**src/rtl/apb_cmd_queue_if.sv**
```systemverilog
// Processor command/response channels plus the APB master launch signals and
// bus taps used by apb_cmd_queue. The queue sits on the slave modport; the
// driving side (processor, APB master/slave) uses the master modport.
interface apb_cmd_queue_if #(
  parameter int DEPTH = 4
);
  // command channel
  logic        cmd_valid;
  logic        cmd_ready;
  logic        cmd_write;
  logic [31:0] cmd_addr;
  logic [31:0] cmd_wdata;
  // launch side towards the APB master
  logic        SWRITE;
  logic [31:0] SADDR;
  logic [31:0] SWDATA;
  logic        transfer;
  // APB bus taps
  logic        PSEL;
  logic        PENABLE;
  logic        PREADY;
  logic        PSLVERR;
  logic [31:0] PRDATA;
  // response channel
  logic        rsp_valid;
  logic        rsp_ready;
  logic        rsp_write;
  logic [31:0] rsp_rdata;
  logic        rsp_err;
  logic        rsp_timeout;
  // status
  logic        busy;
  logic [$clog2(DEPTH+1)-1:0] cmd_count;

  modport slave (
    input  cmd_valid, cmd_write, cmd_addr, cmd_wdata,
    input  PSEL, PENABLE, PREADY, PSLVERR, PRDATA,
    input  rsp_ready,
    output cmd_ready, SWRITE, SADDR, SWDATA, transfer,
    output rsp_valid, rsp_write, rsp_rdata, rsp_err, rsp_timeout,
    output busy, cmd_count
  );

  modport master (
    output cmd_valid, cmd_write, cmd_addr, cmd_wdata,
    output PSEL, PENABLE, PREADY, PSLVERR, PRDATA,
    output rsp_ready,
    input  cmd_ready, SWRITE, SADDR, SWDATA, transfer,
    input  rsp_valid, rsp_write, rsp_rdata, rsp_err, rsp_timeout,
    input  busy, cmd_count
  );
endinterface

```
**src/rtl/apb_cmd_queue.sv**
```systemverilog
// Command FIFO + single-outstanding launcher in front of the APB master.
// Pops one command when the bus is idle, waits for PSEL&PENABLE&PREADY (or the
// watchdog), and presents exactly one response per command, in order.
module apb_cmd_queue #(
  parameter int DEPTH   = 4,
  parameter int TIMEOUT = 256
) (
  input logic            PCLK,
  input logic            PRESETn,
  apb_cmd_queue_if.slave bus
);
  localparam int AW   = $clog2(DEPTH);
  localparam int CW   = $clog2(DEPTH + 1);
  localparam int TW   = (TIMEOUT > 1) ? $clog2(TIMEOUT) : 1;
  localparam int TLIM = (TIMEOUT > 0) ? TIMEOUT - 1 : 0;

  typedef struct packed {
    logic        write;
    logic [31:0] addr;
    logic [31:0] wdata;
  } cmd_t;

  typedef enum logic [1:0] {S_IDLE, S_WAIT, S_RESP} state_t;

  cmd_t          r_mem [DEPTH];
  logic [AW-1:0] r_wptr, r_rptr;
  logic [CW-1:0] r_count;
  logic [TW-1:0] r_wdog;
  state_t        r_state, w_state_nxt;

  logic w_full, w_empty, w_push, w_pop, w_done, w_expire;
  cmd_t w_in, w_head;

  assign w_full   = (r_count == CW'(DEPTH));
  assign w_empty  = (r_count == '0);
  assign w_push   = bus.cmd_valid & ~w_full;
  assign w_in     = '{write: bus.cmd_write, addr: bus.cmd_addr, wdata: bus.cmd_wdata};
  assign w_head   = r_mem[r_rptr];
  assign w_done   = bus.PSEL & bus.PENABLE & bus.PREADY;
  // A watchdog of 0 never expires; completion is checked first below so it wins ties.
  assign w_expire = (TIMEOUT != 0) && (r_wdog == TW'(TLIM));

  assign bus.cmd_ready = ~w_full;
  assign bus.cmd_count = r_count;
  assign bus.busy      = (r_state != S_IDLE) | ~w_empty;

  // Next state and pop decode; launch only when the bus has gone quiet.
  always_comb begin
    w_state_nxt = r_state;
    w_pop       = 1'b0;
    case (r_state)
      S_IDLE: if (!w_empty && !bus.PSEL) begin
        w_pop       = 1'b1;
        w_state_nxt = S_WAIT;
      end
      S_WAIT: if (w_done || w_expire) w_state_nxt = S_RESP;
      S_RESP: if (bus.rsp_ready) w_state_nxt = S_IDLE;
      default: w_state_nxt = S_IDLE;
    endcase
  end

  // State register.
  always_ff @(posedge PCLK or negedge PRESETn)
    if (!PRESETn) r_state <= S_IDLE;
    else          r_state <= w_state_nxt;

  // FIFO storage; contents are don't-care while the count says empty.
  always_ff @(posedge PCLK)
    if (w_push) r_mem[r_wptr] <= w_in;

  // FIFO pointers and occupancy; simultaneous push/pop leaves the count alone.
  always_ff @(posedge PCLK or negedge PRESETn)
    if (!PRESETn) begin
      r_wptr  <= '0;
      r_rptr  <= '0;
      r_count <= '0;
    end else begin
      if (w_push) r_wptr <= r_wptr + 1'b1;
      if (w_pop)  r_rptr <= r_rptr + 1'b1;
      case ({w_push, w_pop})
        2'b10:   r_count <= r_count + 1'b1;
        2'b01:   r_count <= r_count - 1'b1;
        default: r_count <= r_count;
      endcase
    end

  // Launch: one-cycle transfer pulse; command fields held until the next launch.
  always_ff @(posedge PCLK or negedge PRESETn)
    if (!PRESETn) begin
      bus.transfer <= 1'b0;
      bus.SWRITE   <= 1'b0;
      bus.SADDR    <= '0;
      bus.SWDATA   <= '0;
    end else begin
      bus.transfer <= w_pop;
      if (w_pop) begin
        bus.SWRITE <= w_head.write;
        bus.SADDR  <= w_head.addr;
        bus.SWDATA <= w_head.wdata;
      end
    end

  // Watchdog: cleared at launch, counts every cycle spent in WAIT.
  always_ff @(posedge PCLK or negedge PRESETn)
    if (!PRESETn)                          r_wdog <= '0;
    else if (w_pop)                        r_wdog <= '0;
    else if (r_state == S_WAIT && !w_expire) r_wdog <= r_wdog + 1'b1;

  // Response capture on completion or expiry; held until consumed.
  always_ff @(posedge PCLK or negedge PRESETn)
    if (!PRESETn) begin
      bus.rsp_valid   <= 1'b0;
      bus.rsp_write   <= 1'b0;
      bus.rsp_rdata   <= '0;
      bus.rsp_err     <= 1'b0;
      bus.rsp_timeout <= 1'b0;
    end else if (r_state == S_WAIT && w_done) begin
      bus.rsp_valid   <= 1'b1;
      bus.rsp_write   <= bus.SWRITE;
      bus.rsp_rdata   <= bus.SWRITE ? 32'd0 : bus.PRDATA;
      bus.rsp_err     <= bus.PSLVERR;
      bus.rsp_timeout <= 1'b0;
    end else if (r_state == S_WAIT && w_expire) begin
      bus.rsp_valid   <= 1'b1;
      bus.rsp_write   <= bus.SWRITE;
      bus.rsp_rdata   <= '0;
      bus.rsp_err     <= 1'b1;
      bus.rsp_timeout <= 1'b1;
    end else if (r_state == S_RESP && bus.rsp_ready) begin
      bus.rsp_valid   <= 1'b0;
    end
endmodule

```
**src/flat_wrapper.sv**
```systemverilog
// flat-port wrapper written by rule: the top's interface ports become plain ports
module apb_cmd_queue_flat 
#(
  parameter int DEPTH   = 4,
  parameter int TIMEOUT = 256
)
  (PCLK, PRESETn, bus_cmd_valid, bus_cmd_write, bus_cmd_addr, bus_cmd_wdata, bus_PSEL, bus_PENABLE, bus_PREADY, bus_PSLVERR, bus_PRDATA, bus_rsp_ready, bus_cmd_ready, bus_SWRITE, bus_SADDR, bus_SWDATA, bus_transfer, bus_rsp_valid, bus_rsp_write, bus_rsp_rdata, bus_rsp_err, bus_rsp_timeout, bus_busy, bus_cmd_count);
  apb_cmd_queue_if #(.DEPTH(DEPTH)) bus_i ();
  input logic PCLK;
  input logic PRESETn;
  input wire logic [$bits(bus_i.cmd_valid)-1:0] bus_cmd_valid;
  input wire logic [$bits(bus_i.cmd_write)-1:0] bus_cmd_write;
  input wire logic [$bits(bus_i.cmd_addr)-1:0] bus_cmd_addr;
  input wire logic [$bits(bus_i.cmd_wdata)-1:0] bus_cmd_wdata;
  input wire logic [$bits(bus_i.PSEL)-1:0] bus_PSEL;
  input wire logic [$bits(bus_i.PENABLE)-1:0] bus_PENABLE;
  input wire logic [$bits(bus_i.PREADY)-1:0] bus_PREADY;
  input wire logic [$bits(bus_i.PSLVERR)-1:0] bus_PSLVERR;
  input wire logic [$bits(bus_i.PRDATA)-1:0] bus_PRDATA;
  input wire logic [$bits(bus_i.rsp_ready)-1:0] bus_rsp_ready;
  output wire logic [$bits(bus_i.cmd_ready)-1:0] bus_cmd_ready;
  output wire logic [$bits(bus_i.SWRITE)-1:0] bus_SWRITE;
  output wire logic [$bits(bus_i.SADDR)-1:0] bus_SADDR;
  output wire logic [$bits(bus_i.SWDATA)-1:0] bus_SWDATA;
  output wire logic [$bits(bus_i.transfer)-1:0] bus_transfer;
  output wire logic [$bits(bus_i.rsp_valid)-1:0] bus_rsp_valid;
  output wire logic [$bits(bus_i.rsp_write)-1:0] bus_rsp_write;
  output wire logic [$bits(bus_i.rsp_rdata)-1:0] bus_rsp_rdata;
  output wire logic [$bits(bus_i.rsp_err)-1:0] bus_rsp_err;
  output wire logic [$bits(bus_i.rsp_timeout)-1:0] bus_rsp_timeout;
  output wire logic [$bits(bus_i.busy)-1:0] bus_busy;
  output wire logic [$bits(bus_i.cmd_count)-1:0] bus_cmd_count;
  assign bus_i.cmd_valid = bus_cmd_valid;
  assign bus_i.cmd_write = bus_cmd_write;
  assign bus_i.cmd_addr = bus_cmd_addr;
  assign bus_i.cmd_wdata = bus_cmd_wdata;
  assign bus_i.PSEL = bus_PSEL;
  assign bus_i.PENABLE = bus_PENABLE;
  assign bus_i.PREADY = bus_PREADY;
  assign bus_i.PSLVERR = bus_PSLVERR;
  assign bus_i.PRDATA = bus_PRDATA;
  assign bus_i.rsp_ready = bus_rsp_ready;
  assign bus_cmd_ready = bus_i.cmd_ready;
  assign bus_SWRITE = bus_i.SWRITE;
  assign bus_SADDR = bus_i.SADDR;
  assign bus_SWDATA = bus_i.SWDATA;
  assign bus_transfer = bus_i.transfer;
  assign bus_rsp_valid = bus_i.rsp_valid;
  assign bus_rsp_write = bus_i.rsp_write;
  assign bus_rsp_rdata = bus_i.rsp_rdata;
  assign bus_rsp_err = bus_i.rsp_err;
  assign bus_rsp_timeout = bus_i.rsp_timeout;
  assign bus_busy = bus_i.busy;
  assign bus_cmd_count = bus_i.cmd_count;
  apb_cmd_queue #(.DEPTH(DEPTH), .TIMEOUT(TIMEOUT)) u_core (.PCLK(PCLK), .PRESETn(PRESETn), .bus(bus_i));
endmodule
```
**config.mk**
```make
export PLATFORM = sky130hd
export DESIGN_NAME = apb_cmd_queue_flat
export DESIGN_NICKNAME = d
export VERILOG_FILES = /design/src/rtl/apb_cmd_queue_if.sv /design/src/rtl/apb_cmd_queue.sv /design/src/flat_wrapper.sv
export SDC_FILE = /design/constraint.sdc
export NUM_CORES = 1
export LEC_CHECK = 0
export BUFFER_PORTS_ARGS = -buffer_cell sky130_fd_sc_hd__buf_4
export CORE_MARGIN = 1
export CORE_UTILIZATION = 56
export DETAILED_ROUTE_END_ITERATION = 10
export HOLD_SLACK_MARGIN = 0.02
export PLACE_DENSITY = 0.8
export SLEW_MARGIN = 20
export SYNTH_ARGS = -nofsm -noshare
export SYNTH_HDL_FRONTEND = slang
export SYNTH_SLANG_ARGS = --single-unit
```
**constraint.sdc**
```tcl
create_clock -name PCLK -period 3.45 [get_ports PCLK]
set_clock_uncertainty 0.15 [all_clocks]
set_input_delay 0.5175 -clock PCLK [delete_from_list [all_inputs] [get_ports PCLK]]
set_output_delay 0.5175 -clock PCLK [all_outputs]
set_load 0.03 [all_outputs]
```
==> results.toml, run 1 <==
[run_status]
outcome = "completed"

[worst_setup_path]
cp_data_required_time_ps = 3690
reg2regPathDepth = 5
r2r_slack_ps = 1060
endpoint = "u_core.r_wdog[6]$_DFFE_PN0P_"
crit_fanout = 70
endpoint_kind = "flop"
critPathLaunch = "u_core.bus.cmd_count[0]$_DFFE_PN0P_"
start_kind = "flop"
cp_cell_sequence = "nor3_1, or4_4, buf_4, o311ai_0, o41ai_1"
crit_path_max_incr_delay_ps = 710
worstReg2RegEnd = "u_core.r_wdog[6]$_DFFE_PN0P_"
crit_type = "reg2reg"
r2r-start = "u_core.bus.cmd_count[0]$_DFFE_PN0P_"
crit_path_top_delay_cell = "buf_4"
cp.arrival_ps = 2620

[sta]
fin_hold_ws_ps = 43.3
setup_viol_count_final = 0
rsz0062_at_grt = "no"
tightest_slew_ps = 1010
fin_crit_ps = 2390
setup_ws_ps = 1060
timing.fmax_ghz = 0.419
finalCritPeriodShare_pct = 69.2
slew_violations = 0
hold_viol_final = 0
maxSlewHeadroom_pct = 32.5
setup_tns_ps = 0

[final_layout]
final-seq-area_um2 = 10800
area_delta_synth_final_pct = 24.0
nets = 1134
multi_input_area_um2 = 3020
num-fill-cells = 1518
final_cell_area_um2 = 17400
drive_above_1_share_pct = 34.5
final_cell_mix = "edfxtp_1 (260), buf_4 (221), nand2_1 (201), dfrtp_1 (117), mux4_2 (65)"
final_common_cell = "edfxtp_1"

[yosys]
ys.flop_type = "edfxtp_1"
synth_top_area_cell = "edfxtp_1"
synth_cell_types = 35
yosysTopAreaCellShare_pct = 55.7
yosysSeqAreaShare_pct = 77.0
synthesis.area_um2 = 14000
ys_warn_count = 0
netlist_instances = 792
ys_top_cells_by_area = "edfxtp_1 (56%), dfrtp_1 (21%), mux4_2 (10%)"
syn-num-nets = 904
synth_seq_cells = 379
synthArstFlopShare_pct = 31.4
synth_edf_count = 260
synth.avg_cell_area_um2 = 17.7

[routing]
first_pass_iters = 7
routed_wirelength_um = 27700
ant_nets = 0
first_iter_violations = 531
viasPerCell = 5.48
drc = 0
vias = 7551
wl_per_cell_um = 20.1

[global_routing]
grt_max_degree = 80
overflow = 0
antenna_found_initial = 0
grt_pass1_wl_um = 43100
track_usage_pct = 22.1
grt_pass1_vias = 7845

[placed_design]
port_buffers = 211
hpwl_um = 16300
dpl_worst_slack_ps = 866
gp_congestion = 0.748
placed_area_um2 = 16000

[floorplan]
fp.dieW_um = 160
ios = 212
start_util_pct = 57.3
die_h_um = 160
rows = 57
die-area_um2 = 25700
core_area_um2 = 24500

[clock_network]
cts.root.buffer_cell = "clkbuf_16"
clk_pin_slew_ps = 60
cts_num_sinks = 379
postCtsHoldBufs = 1
worstSkewPairLatency_ps = 520
h-tree-depth = 2
clockBufferDepth = 3
cts_tree = "built"
cts_buffers = 39
post_cts_resized = 0
post_cts_buffers = 0

[power_and_ir_drop]
power.density_nw_per_um2 = 938
power_leakage_uw = 0.00700
ir_drop_mv = 0.712

[worst_hold_path]
min_path_type = "in2reg"
hold_start = "bus_cmd_wdata[12]"

[run]
cap_viol_max_count = 0
logic make-up (layout without fill, tap and decap cells):
| group | after synthesis | after routing | share of synthesized area (%) |
|---|---|---|---|
| DFF | 379 | 379 | 77.0 |
| buffers and inverters | 49 | 309 | 1.71 |
| and+or+nand+nor | 230 | 230 | 6.56 |
| xor gates and xnor gates | 8 | 8 | 0.500 |
| other | 0 | 1 | 0 |
| adders and majority gates | 7 | 7 | 0.679 |
| muxes | 68 | 68 | 10.7 |
| AOI/OAI and AO/OA | 51 | 51 | 2.88 |
worst max-delay path, delay by kind of cell, from the launching register on:
kind                   cells  cell delay [ps]
and+or+nand+nor            2              530
buffers and inverters      1              710
DFF                        1              420
AOI/OAI and AO/OA          2              450
state kept, by name, summed over array words and instances (netlist names), 2 cells and up:
name and flops:
u_core.r_wptr 2, u_core.bus.SADDR 32, u_core.bus.cmd_count 3, u_core.r_mem 260, u_core.r_state 2, u_core.r_wdog 8
u_core.bus.SWDATA 32, u_core.r_rptr 2, u_core.bus.rsp_rdata 32
routing by layer:
metal / vias up / wire length [um] / track usage, %
met2: 260 / 14200 / 38.8
met1: 3820 / 11100 / 28.3
met4: 0 / 588 / 6.10
met5: - / 0 / 0
li1: 3420 / - / -
met3: 51 / 1770 / 4.42
report_power, final:
group,total (uW),switching [uW],internal [uW]
combinational,5010,2880,2130
sequential,6950,775,6180
clock,4340,1650,2700
how the worst min path moves through the flow:
stage	depth (start not counted)	end	slack, ps
final	1	u_core.r_mem[0][12]$_DFFE_PP_	40
after global routing	1	u_core.r_mem[3][58]$_DFFE_PP_	30
after CTS	1	u_core.r_mem[0][15]$_DFFE_PP_	30
after detailed placement	2	u_core.bus.SADDR[15]$_DFFE_PN0N_	310
after global placement	2	u_core.bus.SWDATA[1]$_DFFE_PN0N_	310
after floorplan	0	u_core.bus.SADDR[0]$_DFFE_PN0N_	70
final cells by class:
type                            instances  share of cell area (%)
Clock buffer                           54                    6.35
Sequential cell                       379                    62.1
Tap cell                              324                    2.33
Timing Repair Buffer                  227                    10.1
Antenna cell                            1                  0.0144
Clock inverter                         17                    1.44
Inverter                               11                   0.238
Multi-Input combinational cell        364                    17.4
stage by stage:
step | utilization, % | instances | power, uW
global placement | 65.4 | 1304 | 11900
detailed placement | 65.4 | 1304 | 12100
floorplan | - | 792 | 10200
global route | 71.0 | 1376 | 17100
CTS | 71.0 | 1376 | 16500
finish | 71.0 | 1377 | 16300
synthesized netlist by cell type, drive strengths merged (2+ instances only):
| cell | number |
|---|---|
| o21a | 2 |
| inv | 11 |
| xnor2 | 4 |
| a21oi | 4 |
| nand2 | 201 |
| mux2 | 2 |
| o211ai | 3 |
| o31ai | 3 |
| nand3 | 5 |
| dfrtp | 119 |
| buf | 22 |
| or4 | 2 |
| nor2 | 7 |
| xor2 | 4 |
| and3 | 7 |
| o21ai | 5 |
| edfxtp | 260 |
| clkbuf | 16 |
| ha | 6 |
| a22o | 32 |
| nand2b | 2 |
| mux4 | 65 |
(Power assumes the default switching activity.)
==> run 2, diff against run 1 <==
clock period = 2.43 ns   (was 3.45 ns; I/O delays follow)
==> run 2 against run 1 <==
  * Global-route usage is 2.2 points higher
  * Core utilization is 3.7 points higher
  * Worst setup slack worse by 950 ps
  * Fmax is 2.9% higher
  * Sequential power is 39% higher
  * Highest routed layer unchanged
==> results.toml, run 2 (synthesis results as in run 1) <==
[run_status]
outcome = "completed"

[global_routing]
overflow = 0
grt_max_degree = 73
grt_use_met1_pct = 30.9
antenna_found_initial = 1
track_usage_pct = 24.4
grt_util_met2_pct = 43.2
grt_pass1_vias = 8719
use_met3_pct = 4.39
busiest_layer = "met2"
grt_pass1_wl_um = 47400

[routing]
drc = 0
first_pass_iters = 5
ant_nets = 0
vias = 8109
routed_wirelength_um = 30600
first_iter_violations = 506
viasPerCell = 5.51
wl_per_cell_um = 20.8

[clock_network]
clk_pin_slew_ps = 60
cts_tree = "built"
post_cts_buffers = 0
worstSkewPairLatency_ps = 510
clockBufferDepth = 3
cts_buffers = 37
cts.root.buffer_cell = "clkbuf_16"
h-tree-depth = 2
cts_num_sinks = 379

[power_and_ir_drop]
power_uw = 22700
p_comb_share_pct = 34.1
power_frac_seq_pct = 42.7
power.density_nw_per_um2 = 1240
ir_drop_mv = 0.939
p_switching_uw = 7620
power_leakage_uw = 0.00734
power_frac_clock_pct = 23.2
switching_share_pct = 33.6
intPower_uw = 15000

[final_layout]
nets = 1233
fin_util_pct = 74.7
final_common_cell = "edfxtp_1"
largest_reg_flops = 260
final_cell_area_um2 = 18300
drive_above_1_share_pct = 31.8
final_cell_mix = "edfxtp_1 (260), buf_4 (216), nand2_1 (201), dfrtp_1 (114), dlygate4sd3_1 (100)"
regMostFlops = "u_core.r_mem"
area_delta_synth_final_pct = 30.4

[sta]
hold_viol_final = 0
fin_crit_ps = 2320
setup_ws_ps = 111
rsz0062_at_grt = "no"
setup_tns_ps = 0
timing.fmax_ghz = 0.431
slew_violations = 0
tightest_slew_ps = 588
maxSlewHeadroom_pct = 60.4
finalCritPeriodShare_pct = 95.4
setup_viol_count_final = 0

[placed_design]
gp_congestion = 0.770
placed_area_um2 = 16100
port_buffers = 211
dpl_worst_slack_ps = 108
hpwl_um = 16500

[floorplan]
die-area_um2 = 25700
core_area_um2 = 24500
ios = 212
rows = 57
die_h_um = 160
start_util_pct = 57.3
fp.dieW_um = 160

[worst_setup_path]
crit_fanout = 5
crit_type = "reg2reg"
r2r-start = "u_core.r_state[0]$_DFFE_PN0P_"
start_kind = "flop"
reg2regPathDepth = 8
cp_data_required_time_ps = 2690
endpoint_kind = "flop"
cp.arrival_ps = 2580
r2r_slack_ps = 110
worstReg2RegEnd = "u_core.bus.cmd_count[2]$_DFFE_PN0P_"

[worst_hold_path]
hold_start = "bus_cmd_valid"
min_to = "u_core.r_wptr[0]$_DFFE_PN0P_"
min_path_type = "in2reg"
hold_depth = 3

[run]
cap_viol_max_count = 0
-- run 2: cell types whose count changed in the layout (fill, tap and decap cells not counted), sizes merged --
| cell | change |
|---|---|
| clkbuf | +1 |
| clkinvlp | +1 |
| bufinv | -6 |
| inv | -1 |
| buf | +2 |
| dlygate4sd3 | +99 |
-- run 2: cell type report --
type	count	area [um2]
inverters	11	46.3
diodes	1	2.50
multi-input cells	364	3040
repair buffers	328	2850
clock inverters	11	66.3
fillers	1386	6190
well taps	324	405
flip-flops and latches	379	10800
clock buffers	55	1050
-- run 2: power groups by stage --
stage / Clock (uW) / Sequential (uW) / Combinational (uW)
final: 5260 / 9680 / 7720
after global placement: 0 / 9660 / 7440
after floorplan: 0 / 11000 / 3460
after CTS: 5360 / 9650 / 7760
after global routing: 5620 / 9830 / 8240
after detailed placement: 0 / 9750 / 7580
-- run 2: stage by stage --
stage               hold slack, ps  instances
floorplan                    -81.1        792
global placement               241       1306
detailed placement             236       1306
CTS                            101       1472
global route                  95.6       1473
finish                        85.3       1473
-- run 2: critical path, stage by stage, from the launching register on --
cell and delay [ps]:
dfrtp_1 420, or4_4 570, inv_6 90, ha_4 120
inv_1 50, fa_1 390, xor2_1 150, nor2_1 100
xor2_1 190
-- run 2: how the worst max path moves through the flow --
stage / slack (ps) / from / cells after the start / to
2_1_floorplan: 5 / u_core.bus.cmd_count[0]$_DFFE_PN0P_ / 11 / u_core.bus.cmd_count[2]$_DFFE_PN0P_
3_3_place_gp: 130 / bus_PSEL / 9 / u_core.bus.cmd_count[2]$_DFFE_PN0P_
3_5_place_dp: 110 / bus_PSEL / 9 / u_core.bus.cmd_count[2]$_DFFE_PN0P_
4_1_cts: 130 / u_core.bus.cmd_count[0]$_DFFE_PN0P_ / 10 / u_core.bus.cmd_count[2]$_DFFE_PN0P_
5_1_grt: 20 / u_core.bus.cmd_count[0]$_DFFE_PN0P_ / 10 / u_core.bus.cmd_count[2]$_DFFE_PN0P_
6_report: 110 / u_core.r_state[0]$_DFFE_PN0P_ / 8 / u_core.bus.cmd_count[2]$_DFFE_PN0P_
-- run 2: routing by layer --
layer	vias to the layer above	share of wire [%]
li1	3615	-
met1	4121	40
met2	326	52
met3	47	6.5
met4	0	1.7
met5	-	0
-- run 2: repair_timing --
item / 4_1_cts / 5_1_grt
hold buffers: 100 / 0
hold endpoints to repair: 346 / 0
resized for setup: 0 / 2
setup endpoints to repair: 0 / 1
==> run 3, diff against run 2 <==
PLACE_DENSITY = 0.79   (was 0.8)
==> run 3 against run 2 <==
  * Clock power increased by 15%
  * Fmax increased by 2.6%
  * Sequential share of layout area decreased by 0.59 points
  * Register-to-register slack improved by 60 ps
  * Sequential cell count unchanged
  * Non-clock buffer count unchanged
  * Power increased by 3.3%
  * Largest power group unchanged
==> results.toml, run 3 (synthesis results as in run 1) <==
[final_layout]
multi_input_area_um2 = 3030
fin_util_pct = 75.4
nets = 1234
num-fill-cells = 1339
drive_above_1_share_pct = 32.1
regMostFlops = "u_core.r_mem"
final-seq-area_um2 = 10800
final_common_cell = "edfxtp_1"
area_delta_synth_final_pct = 31.7
final_cell_mix = "edfxtp_1 (260), buf_4 (216), nand2_1 (201), dfrtp_1 (114), dlygate4sd3_1 (100)"
largest_reg_flops = 260

[placed_design]
port_buffers = 211
gp_congestion = 0.762
hpwl_um = 15900

[global_routing]
grt_pass1_wl_um = 47600
overflow = 0
grt_pass1_vias = 8654
antenna_found_initial = 4
grt_max_degree = 73
track_usage_pct = 24.3

[routing]
routed_wirelength_um = 30300
ant_nets = 0
viasPerCell = 5.50
first_iter_violations = 579
first_pass_iters = 5
wl_per_cell_um = 20.5
vias = 8120
drc = 0

[floorplan]
fp.dieW_um = 160
core_area_um2 = 24500
ios = 212
die_h_um = 160
die-area_um2 = 25700
start_util_pct = 57.3
rows = 57

[worst_setup_path]
crit_path_max_incr_delay_ps = 570
reg2regPathDepth = 8
crit_top_cell = "xor2_1"
cp_data_required_time_ps = 2710
endpoint = "u_core.bus.cmd_count[2]$_DFFE_PN0P_"
crit_type = "reg2reg"
endpoint_kind = "flop"
start_kind = "flop"
cp_cell_sequence = "or4_4, inv_6, ha_4, inv_1, fa_1, xor2_1, nor2_1, xor2_1"
crit_path_top_delay_cell = "or4_4"
critPathLaunch = "u_core.r_state[0]$_DFFE_PN0P_"
worstReg2RegEnd = "u_core.bus.cmd_count[2]$_DFFE_PN0P_"
path_depth = 8
r2r_slack_ps = 170
cp.arrival_ps = 2540
cp_top_family = "simple AND/OR/NAND/NOR gates"
path_buf_inv = 2
r2r-start = "u_core.r_state[0]$_DFFE_PN0P_"
crit_fanout = 5

[sta]
setup_tns_ps = 0
setup_viol_count_final = 0
slew_violations = 0
rsz0062_at_grt = "no"
hold_viol_final = 0
tightest_slew_ps = 621
maxSlewHeadroom_pct = 58.6
fin_crit_ps = 2260
timing.fmax_ghz = 0.443
finalCritPeriodShare_pct = 93.0
fin_hold_ws_ps = 109

[power_and_ir_drop]
power_leakage_uw = 0.00744
power_uw = 23400
power.density_nw_per_um2 = 1270
ir_drop_mv = 0.766

[clock_network]
clk_pin_slew_ps = 60
clockBufferDepth = 3
worstSkewPairLatency_ps = 510
h-tree-depth = 2
cts_buffers = 38
cts_num_sinks = 379
cts_tree = "built"
cts.root.buffer_cell = "clkbuf_16"

[run_status]
outcome = "completed"

[run]
cap_viol_max_count = 0

[worst_hold_path]
min_path_type = "in2reg"
## run 3: per-stage QoR
stage	instance area [um2]	std cells	worst slack, ps
4_1_cts	18400	1476	169
6_report	18500	1477	170
2_1_floorplan	14100	792	4.73
5_1_grt	18500	1477	62.9
3_5_place_dp	16100	1306	76.7
3_3_place_gp	16100	1306	130
## run 3: per-layer routing
layer	global-route usage, %	wire [um]
met3	5.22	2090
met1	31.6	12200
met2	41.9	15500
met5	0	41
met4	6.06	438
## run 3: where the power goes
part / internal [uW] / total, uW / switching [uW] / leakage (uW)
combinational: 3230 / 7580 / 4350 / 0.00291
sequential: 8780 / 9770 / 983 / 0.00387
clock: 3730 / 6060 / 2330 / 0.000654
total: 15700 / 23400 / 7660 / 0.00744
## run 3: what timing repair did
| item | in CTS | in global routing |
|---|---|---|
| setup endpoints to repair | 0 | 1 |
| hold buffers | 100 | 0 |
| setup buffers | 0 | 0 |
| resized for setup | 0 | 1 |
| endpoints found under the hold margin | 350 | 0 |
## run 3: layout make-up
cell class | instances | area share (%)
flip-flops and latches | 379 | 58.5
multi-input cells | 364 | 16.4
repair buffers | 328 | 15.4
clock buffers | 58 | 6.29
well taps | 324 | 2.20
clock inverters | 12 | 0.868
inverters | 11 | 0.251
diodes | 1 | 0.0136
## run 3: worst min path at each step
stage,from,endpoint,depth (start not counted)
finish,bus_cmd_valid,u_core.r_wptr[0]$_DFFE_PN0P_,3
global route,bus_PENABLE,u_core.r_state[0]$_DFFE_PN0P_,3
CTS,bus_cmd_valid,u_core.r_wptr[0]$_DFFE_PN0P_,3
detailed placement,PRESETn,u_core.r_wptr[0]$_DFFE_PN0P_,1
global placement,PRESETn,u_core.r_wptr[0]$_DFFE_PN0P_,1
floorplan,PRESETn,u_core.bus.SADDR[0]$_DFFE_PN0N_,0
## run 3: tightest hold or removal path: cells and delay by family
family / cells / cell delay, ps
simple gates: 1 / 180
xor+xnor: 1 / 70
buf+inv: 1 / 110
